--- config.mk ---
export PLATFORM = sky130hd
export DESIGN_NAME = debounce_bank
export DESIGN_NICKNAME = d
export VERILOG_FILES = /design/src/rtl/debounce_bank.sv
export SDC_FILE = /design/constraint.sdc
export NUM_CORES = 1
export LEC_CHECK = 0
export CORE_UTILIZATION = 45
export DETAILED_ROUTE_END_ITERATION = 10
export GPL_TIMING_DRIVEN = 0
export PLACE_DENSITY = 0.71
export SLEW_MARGIN = 25
export SYNTH_ARGS = -nofsm -noshare
export SYNTH_HDL_FRONTEND = slang
export SYNTH_SLANG_ARGS = --single-unit
--- constraint.sdc ---
create_clock -name clk -period 3.5 [get_ports clk]
set_input_delay 0.7 -clock clk [delete_from_list [all_inputs] [get_ports clk]]
set_output_delay 0.7 -clock clk [all_outputs]
set_load 0.01 [all_outputs]
--- src/rtl/debounce_bank.sv ---
// Multi-channel push-button conditioner: synchronises, debounces on a shared
// sample strobe and reports clean level, press/release pulses and long press.
module debounce_bank #(
    parameter int N          = 4,
    parameter int DEPTH      = 3,
    parameter int LONG_TICKS = 64
) (
    input  logic         clk,
    input  logic         resetb,
    input  logic         slowref,
    input  logic [N-1:0] swsig,
    output logic [N-1:0] cleansw,
    output logic [N-1:0] press_pulse,
    output logic [N-1:0] release_pulse,
    output logic [N-1:0] long_press,
    output logic [N-1:0] long_pulse
);

    localparam int CW = $clog2(LONG_TICKS + 1);

    typedef enum logic [1:0] {
        RELEASED = 2'd0,
        PRESSED  = 2'd1,
        LONG     = 2'd2
    } state_t;

    logic [N-1:0] sync1;
    logic [N-1:0] swsync;

    // NOTE: sequential state uses non-blocking assignments so both synchroniser
    // stages read their pre-edge values and the chain really is two flops deep.
    always_ff @(posedge clk or negedge resetb) begin
        if (!resetb) begin
            sync1  <= '0;
            swsync <= '0;
        end else begin
            sync1  <= swsig;
            swsync <= sync1;
        end
    end

    for (genvar i = 0; i < N; i++) begin : g_ch
        logic [DEPTH-1:0] smp;
        logic             set;
        logic             clr;
        state_t           state;
        state_t           state_nxt;
        logic [CW-1:0]    cnt;
        logic [CW-1:0]    cnt_nxt;
        logic             clean_q,   clean_nxt;
        logic             press_q,   press_nxt;
        logic             rel_q,     rel_nxt;
        logic             long_q,    long_nxt;
        logic             lpulse_q,  lpulse_nxt;

        always_ff @(posedge clk or negedge resetb) begin
            if (!resetb) begin
                smp <= '0;
            end else if (slowref) begin
                smp <= {smp[DEPTH-2:0], swsync[i]};
            end
        end

        // Mixed sample windows assert neither, so the FSM simply holds.
        assign set = &smp;
        assign clr = ~|smp;

        always_ff @(posedge clk or negedge resetb) begin
            if (!resetb) begin
                state    <= RELEASED;
                cnt      <= '0;
                clean_q  <= 1'b0;
                press_q  <= 1'b0;
                rel_q    <= 1'b0;
                long_q   <= 1'b0;
                lpulse_q <= 1'b0;
            end else begin
                state    <= state_nxt;
                cnt      <= cnt_nxt;
                clean_q  <= clean_nxt;
                press_q  <= press_nxt;
                rel_q    <= rel_nxt;
                long_q   <= long_nxt;
                lpulse_q <= lpulse_nxt;
            end
        end

        // NOTE: every signal gets a default before the case so no path leaves
        // one unassigned, which would otherwise infer a latch.
        always_comb begin
            state_nxt  = state;
            cnt_nxt    = cnt;
            clean_nxt  = clean_q;
            press_nxt  = 1'b0;
            rel_nxt    = 1'b0;
            long_nxt   = long_q;
            lpulse_nxt = 1'b0;
            case (state)
                RELEASED: begin
                    if (set) begin
                        state_nxt = PRESSED;
                        clean_nxt = 1'b1;
                        press_nxt = 1'b1;
                        cnt_nxt   = '0;
                    end
                end
                PRESSED: begin
                    if (clr) begin
                        state_nxt = RELEASED;
                        clean_nxt = 1'b0;
                        rel_nxt   = 1'b1;
                    end else if (slowref) begin
                        cnt_nxt = cnt + 1'b1;
                        if (cnt_nxt == CW'(LONG_TICKS)) begin
                            state_nxt  = LONG;
                            long_nxt   = 1'b1;
                            lpulse_nxt = 1'b1;
                        end
                    end
                end
                LONG: begin
                    if (clr) begin
                        state_nxt = RELEASED;
                        clean_nxt = 1'b0;
                        long_nxt  = 1'b0;
                        rel_nxt   = 1'b1;
                    end
                end
                default: begin
                    state_nxt = RELEASED;
                    clean_nxt = 1'b0;
                    long_nxt  = 1'b0;
                end
            endcase
        end

        assign cleansw[i]       = clean_q;
        assign press_pulse[i]   = press_q;
        assign release_pulse[i] = rel_q;
        assign long_press[i]    = long_q;
        assign long_pulse[i]    = lpulse_q;
    end

endmodule

Word-level counts from Yosys, hierarchy flattened
Index checks and enable logic that the tools add are counted.
Operators by class
  add/subtract/negate cells: 4
  eq/ne operators: 44
  mux-type cells: 100
  bitwise operators: 4
  reductions and logical operators: 36
Operators with widths (count)
  $mux 7: 12
  $pmux 7 s2: 4
  $mux 1: 52
  $ne 2x2->1 const B: 24
  $mux 2: 20
  $reduce_and 4->1: 8
  $add 7x1->7 const B: 4
  $eq 7x7->1 const B: 4
  $ne 3x3->1 const B: 8
  $pmux 2 s3: 4
  $reduce_and 5->1: 4
  $pmux 1 s3: 4
  $reduce_and 3->1: 4
  $reduce_or 3->1: 4
  $eq 2x1->1 const B: 4
  $eq 2x2->1 const B: 4
  $logic_not 2->1: 4
  $pmux 1 s2: 4
  $reduce_and 2->1: 4
  $reduce_bool 2->1: 4
  $reduce_or 2->1: 4
  $not 1->1: 4
Word-level totals
  bits in registers: 76
  output and inout bits: 20

Longest topological paths before layout
Gate-level depths: netlist (run 1).
  word-level depth: 6
  gate-level depth with buffers: 9
  mapped depth without buffers: 7

Worst setup path before layout (run 1)
Ideal clock, no wire load.
  path type: reg2reg
  start point: reg g_ch[0].cnt[0]
  end point: reg g_ch[0].state[0]
  data arrival time: 1.954 ns
  data required time: 3.377 ns
  slack: 1.423 ns
  stages on the path, launching flop included: 7
  path buffers: 0
  period minus slack after synthesis: 2.077 ns
  cells stage by stage: dfrtp_1 > ha_1 > xnor2_1 > or4b_4 > a2111oi_4 > o21ai_0 > a21boi_1
On the way
  longest elaborated chain between the ends: 4
RTL lines
  from (decl): RTL line 48  | logic [CW-1:0] cnt;
  from (signal assigned): RTL line 79  | cnt <= cnt_nxt;
  $add 7x1->7: RTL line 113  | cnt_nxt = cnt + 1'b1;
  $eq 7x7->1: RTL line 114  | if (cnt_nxt == CW'(LONG_TICKS)) begin
  $ne 3x3->1 (no source line)
  $reduce_and 4->1 (no source line)
  to (signal assigned): RTL line 78  | state <= state_nxt;
  to (decl): RTL line 46  | state_t state;
Every way passes these cells.
A chain may end at the register's enable or synchronous reset.

Worst setup path in the final report (run 1)
  start point: reg g_ch[3].state[0]
  end point: reg g_ch[3].cnt[6]
On the way
  longest elaborated chain between the ends: 3
  elaborated cells between the ends (all ways): 8
  classes of those cells: eq/ne: 4; mux: 1; reduce/logical: 3
RTL lines
  from (decl): RTL line 46
  from (signal assigned): RTL line 78
  $eq 2x1->1 / $logic_not 2->1 (equally long branches): RTL line 98  | case (state)
  $ne 2x2->1 (no source line) / $reduce_bool 2->1 (equally long branches)
  $reduce_and 4->1 (no source line)
  to (signal assigned): RTL line 79
  to (decl): RTL line 48
Several ways; a longest one is shown, not always the timed one.

==> impl_results.md, run 1 <==
- Startpoint types: register
- Share of the synthesized area in the top cell type: ~48%
- Post-CTS Resized: 0
- Final-report max-slew violation count: 0
- Number of diodes: 0
- Post-Syn Nets: about 430
- First-pass GRT wire length: approximately 13 mm
- Max_slew headroom: about 59%
- Rows: 33
- Initial antenna violation count: 0
- Status: completed
- Register area share after synthesis: 48.06%
- HP Class: input pin to asynchronous set/reset pin
- Total setup buffers inserted after CTS: 0
- Worst reg-to-reg setup slack: ~1200 ps
- Gr usage total: 17.98%
- Clk buf depth: 2
- Core footprint: 8382 sq um
- Yosys warns: 0
- Die area: 9174 sq um
- Placed cell count: 534
- TritonCTS clock tree: built
- Main area contributors after synthesis: dfrtp_1 (48%), ha_1 (5.1%), o21ai_0 (4.3%)
- Ys flop type: dfrtp_1
- DP Worst Slack: about 850 ps
- Largest net degree at the start of global routing: 56
- Cells after Synth: 402
- CP top delay family: compound AO/OA/AOI/OAI gates
- Critical Path Max Stage Delay: 520 ps
- Crit Path Class: register to register
- Final setup violation count: 0
- ANT nets after route: 0
- Die H: 95.78 um
- Clk_lat worst skew: 350 ps
- Wire length per cell: 13.26 um
- Post-Route WL: 7.295 mm
- Setup_tns: 0 ps
- Worst Path Arrival: 2540 ps
- Worst-path clk slew: around 80 ps
- Worst reg2reg path endpoint: g_ch[3].cnt[6]$_DFFE_PN0P_
- Nets: 463
- Synth unique cells: 48
- Asr flop ratio synth: 100.0%
- IO Pins: 27
- Synth Register Bits: 76
- Die width: approximately 96 um
- Leakage: 2.058 nW
- Buffers and inverters on the worst path: 2
- Synthesis-to-finish area growth: 16.82%
- H-tree depth: 3
- CTS sink cnt: between 70 and 80
- Number of global-route vias before repair: 2769
- Worst-path fanout max: 10
- Drt via density: 5.435
- Fraction of layout cells with a size suffix above 1: around 13%
- Root buffer cell: clkbuf_8
- Routed via count: 2989
- RSZ-0062 raised after global routing: no
- Final hold violation count: 0
- Final Wtd Congestion: 0.7817
- CTS Hold Buffers Added: 0
- Initial Util: 47.22%
- Crit path time final: around 2300 ps
- CP max-delay cell: a31oi_1
- Fin crit share: 65.81%
- HPWL Detailed: 5.026 mm
- RR Startpoint: g_ch[3].state[0]$_DFFE_PN0P_
- Worst Skew: 7.737 ps
- Critical Path RT: 3740 ps
- Buffers on Ports: 26
- Core Util, Final: a little under three fifths
- Final non-filler cell total: 550
- VDD IR-drop max: 0.3105 mV
- PnR worst setup slack: 1197 ps
- Grt ovf: 0
- Synth Cell Area: between 3000 and 4000 sq um
- Synth area leader: dfrtp_1
- CP Cell Sequence: inv_1 > ha_1 > buf_2 > a21boi_0 > o22ai_2 > a31oi_1 > o21ai_0 > a22o_1
- Number of max-cap violations: 0
- FMAX: between 400 and 500 MHz
- Hold Slack: about 240 ps
- Total CTS buffers: 9
- Worst Max-Slew Pin Slew: about 610 ps
- Iter 0 DRT Violations: 141
- CP endpoint kind: register
- Avg Cell Area, Syn: 9.845 sq um
- R2R depth: 8
- Power per Cell Area: roughly 630 nW/um^2
- Drt first pass iters: 4
- # DRC: 0
- Number of flops mapped to enable cells by yosys: 0
- Fill count: roughly 740
[layout by cell type (no fill, tap or decap), types with 2 or more instances in the layout]
cell and n:
o21ai_0 34, nand4_1 7, clkbuf_8 10, inv_1 23
nor4b_1 2, bufinv_16 3, nand3_1 18, clkbuf_1 10
a2111oi_0 2, nand2b_1 4, a21oi_1 23, nor2b_1 5
nor2_1 21, nor3_1 8, mux2i_1 8, a21o_1 7
a21boi_0 3, and3_1 9, clkdlybuf4s50_1 25, buf_2 3
mux2_2 11, or3_1 9, o31ai_1 4, dfrtp_1 76
a31oi_1 9, a211oi_1 2, a22o_1 9, buf_4 21
and2_1 2, xnor2_1 2, nand2_1 32, or2_2 2
ha_1 16, o22ai_1 4
[metal layers]
layer  up-vias  routed length, um  track usage [%]
met5         -                  0                0
li1       1498                  -                -
met3        11                176            2.844
met4         0                129            8.333
met1      1437               3494            23.19
met2        43               3493            29.70
[where the power goes]
part | switching (W) | internal [W] | leakage (nW)
sequential | 0.000174 | 0.00103 | 0.982
combinational | 0.000492 | 0.000406 | 0.954
clock | 0.000328 | 0.000493 | 0.122
[cells in the mapped netlist, drive strengths merged (8+ instances only)]
cell,number
dfrtp,76
mux2,11
nand2,32
a21oi,23
nand3,19
inv,23
nor2,21
a22o,9
o21ai,35
clkbuf,10
or3,9
nor3,8
a31oi,9
buf,23
ha,16
and3,10
mux2i,8
[cell families after synthesis]
group | Yosys count | synth area share, %
simple gates | 126 | 16.63
buf+inv | 56 | 7.303
flops | 76 | 48.06
fa+ha+maj | 16 | 5.058
compound gates | 107 | 17.36
xor+xnor | 2 | 0.4427
mux | 19 | 5.153
[registers in the layout (all words and copies together) (netlist names)]
name           flops
swsync             4
g_ch.cnt          28
g_ch.state         8
sync1              4
g_ch.clean_q       4
g_ch.long_q        4
g_ch.press_q       4
g_ch.rel_q         4
g_ch.lpulse_q      4
g_ch.smp          12
[worst max path at each step]
stage	start	endpoint	depth (start not counted)
floorplan	g_ch[0].cnt[0]$_DFFE_PN0P_	g_ch[0].state[0]$_DFFE_PN0P_	6
global placement	resetb	g_ch[3].state[1]$_DFFE_PN0P_	1
detailed placement	slowref	g_ch[1].cnt[4]$_DFFE_PN0P_	7
CTS	g_ch[3].state[0]$_DFFE_PN0P_	g_ch[3].cnt[6]$_DFFE_PN0P_	8
global route	g_ch[3].state[0]$_DFFE_PN0P_	g_ch[3].cnt[6]$_DFFE_PN0P_	8
finish	g_ch[3].state[0]$_DFFE_PN0P_	g_ch[3].cnt[6]$_DFFE_PN0P_	8
[cell type report]
class	count	area, sq um	share of cell area (%)
buffer	33	202.7	4.384
clock buffer	10	137.6	2.977
clock inverter	6	111.4	2.409
inverter	23	86.33	1.867
multi-input combinational	270	1767	38.21
sequential	76	1902	41.14
tap	105	131.4	2.842
timing repair buffer	27	285.3	6.171
[metrics by stage]
stage	total power (W)	area, sq um
5_1_grt	0.003139	4623
2_1_floorplan	0.001853	3958
3_3_place_gp	0.002068	4349
3_5_place_dp	0.002116	4374
4_1_cts	0.002954	4623
6_report	0.002927	4623
No activity file was read; power rests on OpenSTA's default activity.
==> run 2: changes to the inputs <==
- PLACE_DENSITY: 0.71 -> 0.73
- clock period: 3.5 -> 1.85 ns (I/O delays scaled with it)
==> run 2 against run 1 <==
Net effect: critical endpoint is now g_ch[0].state[0]$_DFFE_PN0P_; global-route usage is essentially flat; largest cell class is now multi-input gates; the flow now finishes with violations (setup timing); largest power group unchanged; sequential power grew 89%; register-to-register slack lost 1300 ps; critical path depth shrank 1; combinational power grew 120%; wire length grew 6.4%; clock-buffer cell count is the same; fmax grew 15%; highest routed layer unchanged; power grew 83%; die area is the same.
==> impl_results.md, run 2 (synthesized netlist as in run 1, its figures left out) <==
- Status: finished, violations left
- Failing checks: setup timing
- Reg with most FFs: g_ch.cnt
- Worst reg-to-reg setup slack: -150 ps
- Die area: 9174 sq um
- Buffers on Ports: 26
- Crit path time final: roughly 2000 ps
- Core Util, Final: 57.77%
- Final Wtd Congestion: 0.8563
- Crit path from: g_ch[0].cnt[1]$_DFFE_PN0P_
- Power per Cell Area: 1104 nW/um^2
- Number of diodes: 0
- Nets: roughly 470
- Wire length per cell: 13.92 um
- Drt first pass iters: 5
- Fraction of layout cells with a size suffix above 1: 24.94%
- Fin area: 4842 sq um
- Gr usage total: 17.99%
- PnR worst setup slack: -146.1 ps
- IO Pins: 27
- CP top delay family: simple AND/OR/NAND/NOR gates
- Largest registers: g_ch.cnt (28), g_ch.smp (12), g_ch.state (8)
- Placed standard-cell area: 4400 sq um
- Die H: 95.78 um
- Synthesis-to-finish area growth: 22.35%
- HPWL Detailed: ~5.2 mm
- HP Class: register to register
- CP max-delay cell: or4b_4
- Root buffer cell: clkbuf_8
- Largest net degree at the start of global routing: 52
- R2R depth: 7
- Crit Path Class: register to register
- TritonCTS clock tree: built
- Hold Slack: 357.6 ps
- H-tree depth: 3
- Critical Path RT: 2080 ps
- Fill count: a little over 700
- First-pass GRT wire length: roughly 13 mm
- Clk buf depth: 2
- CP Cell Sequence: ha_4 > xnor2_1 > or4b_4 > a2111oi_4 > buf_4 > o21ai_1 > a21boi_1
- Worst Max-Slew Pin Slew: 447.9 ps
- Setup_tns: -451.8 ps
- Fin crit share: 107.9%
- Hold path start: sync1[3]$_DFF_PN0_
- Worst Skew: 7.103 ps
- DP Worst Slack: -536.3 ps
- Buffers and inverters on the worst path: 1
- Max reg flops: 28
- Worst-path clk slew: 80 ps
- Die width: around 96 um
- RR Startpoint: g_ch[0].cnt[1]$_DFFE_PN0P_
- Number of max-cap violations: 0
- CP endpoint kind: register
- Drt via density: roughly 5.6
- Final hold violation count: 0
- RSZ-0062 raised after global routing: yes
- Leading cell type in the layout, fill and taps excluded: dfrtp_1
- Final-report max-slew violation count: 0
- CTS sink cnt: 76
- Worst-path fanout max: 5
- Commonest non-fill, non-tap cells in the layout: dfrtp_1 (67), buf_4 (34), nand2_1 (32), o21ai_0 (30), clkdlybuf4s50_1 (25)
- Initial antenna violation count: 0
- # DRC: 0
- Grt ovf: 0
- Number of global-route vias before repair: 2855
- Post-Route WL: 7.765 mm
- WHS Path Cells: 0
- Clk_lat worst skew: 340 ps
- WHS Endpoint: swsync[3]$_DFF_PN0_
- Iter 0 DRT Violations: 135
- Startpoint types: register
- ANT nets after route: 0
- Worst Path Arrival: 2230 ps
- Leakage: ~2.1 nW
- Rows: 33
- Total CTS buffers: 9
- FMAX: 501.0 MHz
- VDD IR-drop max: 0.7108 mV
- Critical Path Max Stage Delay: 500 ps
- Final setup violation count: 4
- Routed via count: 3117
- Core footprint: 8382 sq um
- Max_slew headroom: between 70% and 80%
- Initial Util: 47.22%
- Worst reg2reg path endpoint: g_ch[0].state[0]$_DFFE_PN0P_
run 2: changes by cell type in the layout (fill, tap and decap cells not counted), moves of 5 or more:
cell / delta
clkbuf_1: -7
buf_4: +13
ha_1: -8
dfrtp_2: +9
ha_2: +5
dfrtp_1: -9
run 2: how the worst max path moves through the flow:
| stage | end | depth (start not counted) |
|---|---|---|
| 2_1_floorplan | g_ch[0].state[0]$_DFFE_PN0P_ | 6 |
| 3_3_place_gp | g_ch[3].rel_q$_DFF_PN0_ | 1 |
| 3_5_place_dp | g_ch[1].cnt[4]$_DFFE_PN0P_ | 7 |
| 4_1_cts | g_ch[0].state[1]$_DFFE_PN0P_ | 6 |
| 5_1_grt | g_ch[0].state[0]$_DFFE_PN0P_ | 7 |
| 6_report | g_ch[0].state[0]$_DFFE_PN0P_ | 7 |
run 2: area by class of cell:
cell class / count / area (sq um) / share of cell area (%)
Multi-Input combinational cell: 270 / 1961 / 40.49
Sequential cell: 76 / 1913 / 39.51
Timing Repair Buffer: 41 / 392.9 / 8.114
Buffer: 28 / 200.2 / 4.134
Tap cell: 105 / 131.4 / 2.713
Clock buffer: 10 / 127.6 / 2.636
Inverter: 23 / 86.33 / 1.783
Clock inverter: 5 / 30.03 / 0.6202
run 2: power by group:
| group | total (W) | switching [W] | leakage, nW | internal (W) |
|---|---|---|---|---|
| Sequential | 0.00229 | 0.000323 | 0.969 | 0.00197 |
| Combinational | 0.00200 | 0.00104 | 1.05 | 0.000956 |
| Clock | 0.00106 | 0.000588 | 0.0779 | 0.000472 |
run 2: per-layer routing:
layer,global-route usage (%),wire [um],vias up
met4,5.348,80,0
met2,30.18,3810,62
met5,0,0,-
li1,-,-,1518
met1,22.57,3618,1530
met3,5.134,256,7
run 2: metrics by stage:
stage               instances  power [W]
CTS                       553   0.005241
floorplan                 402   0.003530
detailed placement        534   0.004033
finish                    558   0.005348
global route              558   0.005725
global placement          533   0.003930
run 2: repair_timing:
item,in CTS,in global routing
hold buffers,1,0
buffers inserted,8,5
endpoints found under the setup margin,38,31
resized for setup,24,37
pin swaps,10,6
hold endpoints to repair,25,0
==> run 3: changes to the inputs <==
- CORE_MARGIN: not set -> 1.5
- TNS_END_PERCENT: not set -> 30
==> run 3 against run 2 <==
Net effect: the run still ends with setup timing left; die area increased by 2.1%; first-iteration DRC count decreased by 5.9%; largest cell class unchanged; highest routed layer unchanged; cell count up 0.36%; sequential share of layout area about the same; clock skew decreased by 0.94 ps.
==> impl_results.md, run 3 (synthesized netlist as in run 1, its figures left out) <==
- Root buffer cell: clkbuf_8
- Gr usage total: 16.56%
- Max reg flops: 28
- FMAX: slightly above 500 MHz
- Final-report max-slew violation count: 0
- Final hold violation count: 0
- Core footprint: 8636 sq um
- Clk buf depth: 2
- Largest net degree at the start of global routing: 45
- Worst-path clk slew: 80 ps
- TritonCTS clock tree: built
- Failing checks: setup timing
- Grt ovf: 0
- H-tree depth: 3
- Max_slew headroom: 61.20%
- Reg with most FFs: g_ch.cnt
- # DRC: 0
- Hold Slack: 19.73 ps
- Fin crit share: 107.1%
- CP endpoint kind: register
- Fraction of layout cells with a size suffix above 1: 22.79%
- Total CTS buffers: 9
- CTS Hold Buffers Added: 0
- Die area: 9366 sq um
- Nets: 470
- Placed cell count: 537
- Power per Cell Area: 1146 nW/um^2
- Final setup violation count: 6
- Largest registers: g_ch.cnt (28), g_ch.smp (12), g_ch.state (8)
- Number of diodes: 0
- Commonest non-fill, non-tap cells in the layout: dfrtp_1 (69), nand2_1 (32), o21ai_0 (30), buf_4 (30), clkdlybuf4s50_1 (25)
- Initial Util: 45.83%
- PnR worst setup slack: -130.6 ps
- Leakage: 2.104 nW
- First-pass GRT wire length: roughly 13 mm
- Wire length per cell: 13.63 um
- HPWL Detailed: roughly 5 mm
- Drt first pass iters: 4
- Number of max-cap violations: 0
- Crit path time final: 1981 ps
- Number of global-route vias before repair: 2909
- RSZ-0062 raised after global routing: yes
- Leading cell type in the layout, fill and taps excluded: dfrtp_1
- Startpoint types: register
- Synthesis-to-finish area growth: 22.10%
- VDD IR-drop max: about 0.52 mV
- Iter 0 DRT Violations: 127
- Die width: 96.78 um
- Worst-path fanout max: 5
- Initial antenna violation count: 0
- Clk_lat worst skew: around 340 ps
- Routed via count: roughly 3k
- HP Class: input pin to asynchronous set/reset pin
- Worst Path Arrival: between 2000 and 2500 ps
- Buffers on Ports: 26
- IO Pins: 27
- Post-Route WL: 7.634 mm
- Critical Path RT: between 2000 and 2500 ps
- ANT nets after route: 0
- CTS sink cnt: 76
- Final Wtd Congestion: between 0.8 and 0.9
- Status: finished, violations left
- Core Util, Final: 55.95%
- Crit Path Class: register to register
- Drt via density: 5.521
- Rows: 34
- Die H: 96.78 um
- Setup_tns: -436.8 ps
- Worst Skew: 6.166 ps
- Worst Max-Slew Pin Slew: 582.0 ps
- Final non-filler cell total: between 500 and 600
## run 3: cell count changes in the layout (fill, tap and decap cells not counted), moves of 2 or more
| cell | before | now |
|---|---|---|
| dfrtp_2 | 9 | 7 |
| buf_4 | 34 | 30 |
| dfrtp_1 | 67 | 69 |
| clkbuf_8 | 9 | 12 |
## run 3: final cells by class
class,count,area [sq um]
clock inverters,4,47.55
multi-input cells,270,1919
inverters,23,86.33
clock buffers,12,155.1
flip-flops and latches,76,1911
plain buffers,30,221.5
repair buffers,37,356.6
well taps,108,135.1
fillers,763,3804
## run 3: final timing paths
path | start | endpoint | slack [ps] | cells past startpoint
max reg2reg | g_ch[0].cnt[0]$_DFFE_PN0P_ | g_ch[0].state[0]$_DFFE_PN0P_ | -130 | 7
max in group asynchronous | resetb | g_ch[0].cnt[1]$_DFFE_PN0P_ | 1250 | 2
min in group clk | sync1[1]$_DFF_PN0_ | swsync[1]$_DFF_PN0_ | 350 | 0
max | g_ch[0].cnt[0]$_DFFE_PN0P_ | g_ch[0].state[0]$_DFFE_PN0P_ | -130 | 7
min reg2reg | sync1[1]$_DFF_PN0_ | swsync[1]$_DFF_PN0_ | 350 | 0
min | resetb | g_ch[2].cnt[5]$_DFFE_PN0P_ | 20 | 1
## run 3: report_power, final
group          switching (W)  leakage, nW  total (W)  internal, W
registers           0.000320        0.973    0.00229      0.00197
logic                0.00102         1.03    0.00196     0.000938
clock network       0.000598        0.102    0.00129     0.000693
## run 3: critical path, cell delays in order (launching register included)
cell	delay, ps
dfrtp_2	430
ha_4	170
xnor2_1	110
or4b_4	500
a2111oi_4	290
buf_4	190
o21ai_1	60
a21boi_1	130
## run 3: routing by layer
metal | track usage (%) | wire length (um) | up-vias
met1 | 22.22 | 3441 | 1514
li1 | - | - | 1508
met4 | 6.466 | 115 | 0
met3 | 3.179 | 217 | 10
met2 | 26.57 | 3859 | 60
met5 | 0 | 0 | -
## run 3: what timing repair did
action | in CTS | in global routing
endpoints found under the setup margin | 33 | 36
buffers inserted | 7 | 3
gates cloned | 0 | 0
pin swaps | 6 | 7
gates resized for setup | 24 | 35
## run 3: per-stage QoR
stage                     worst slack (ps)  instance area (sq um)  power [W]
final                               -130.6                   4832   0.005538
after CTS                           -133.7                   4703   0.005453
after floorplan                     -154.4                   3966   0.003513
after global routing                -199.7                   4832   0.005905
after detailed placement            -534.7                   4379   0.004024
after global placement               -2230                   4362   0.003912
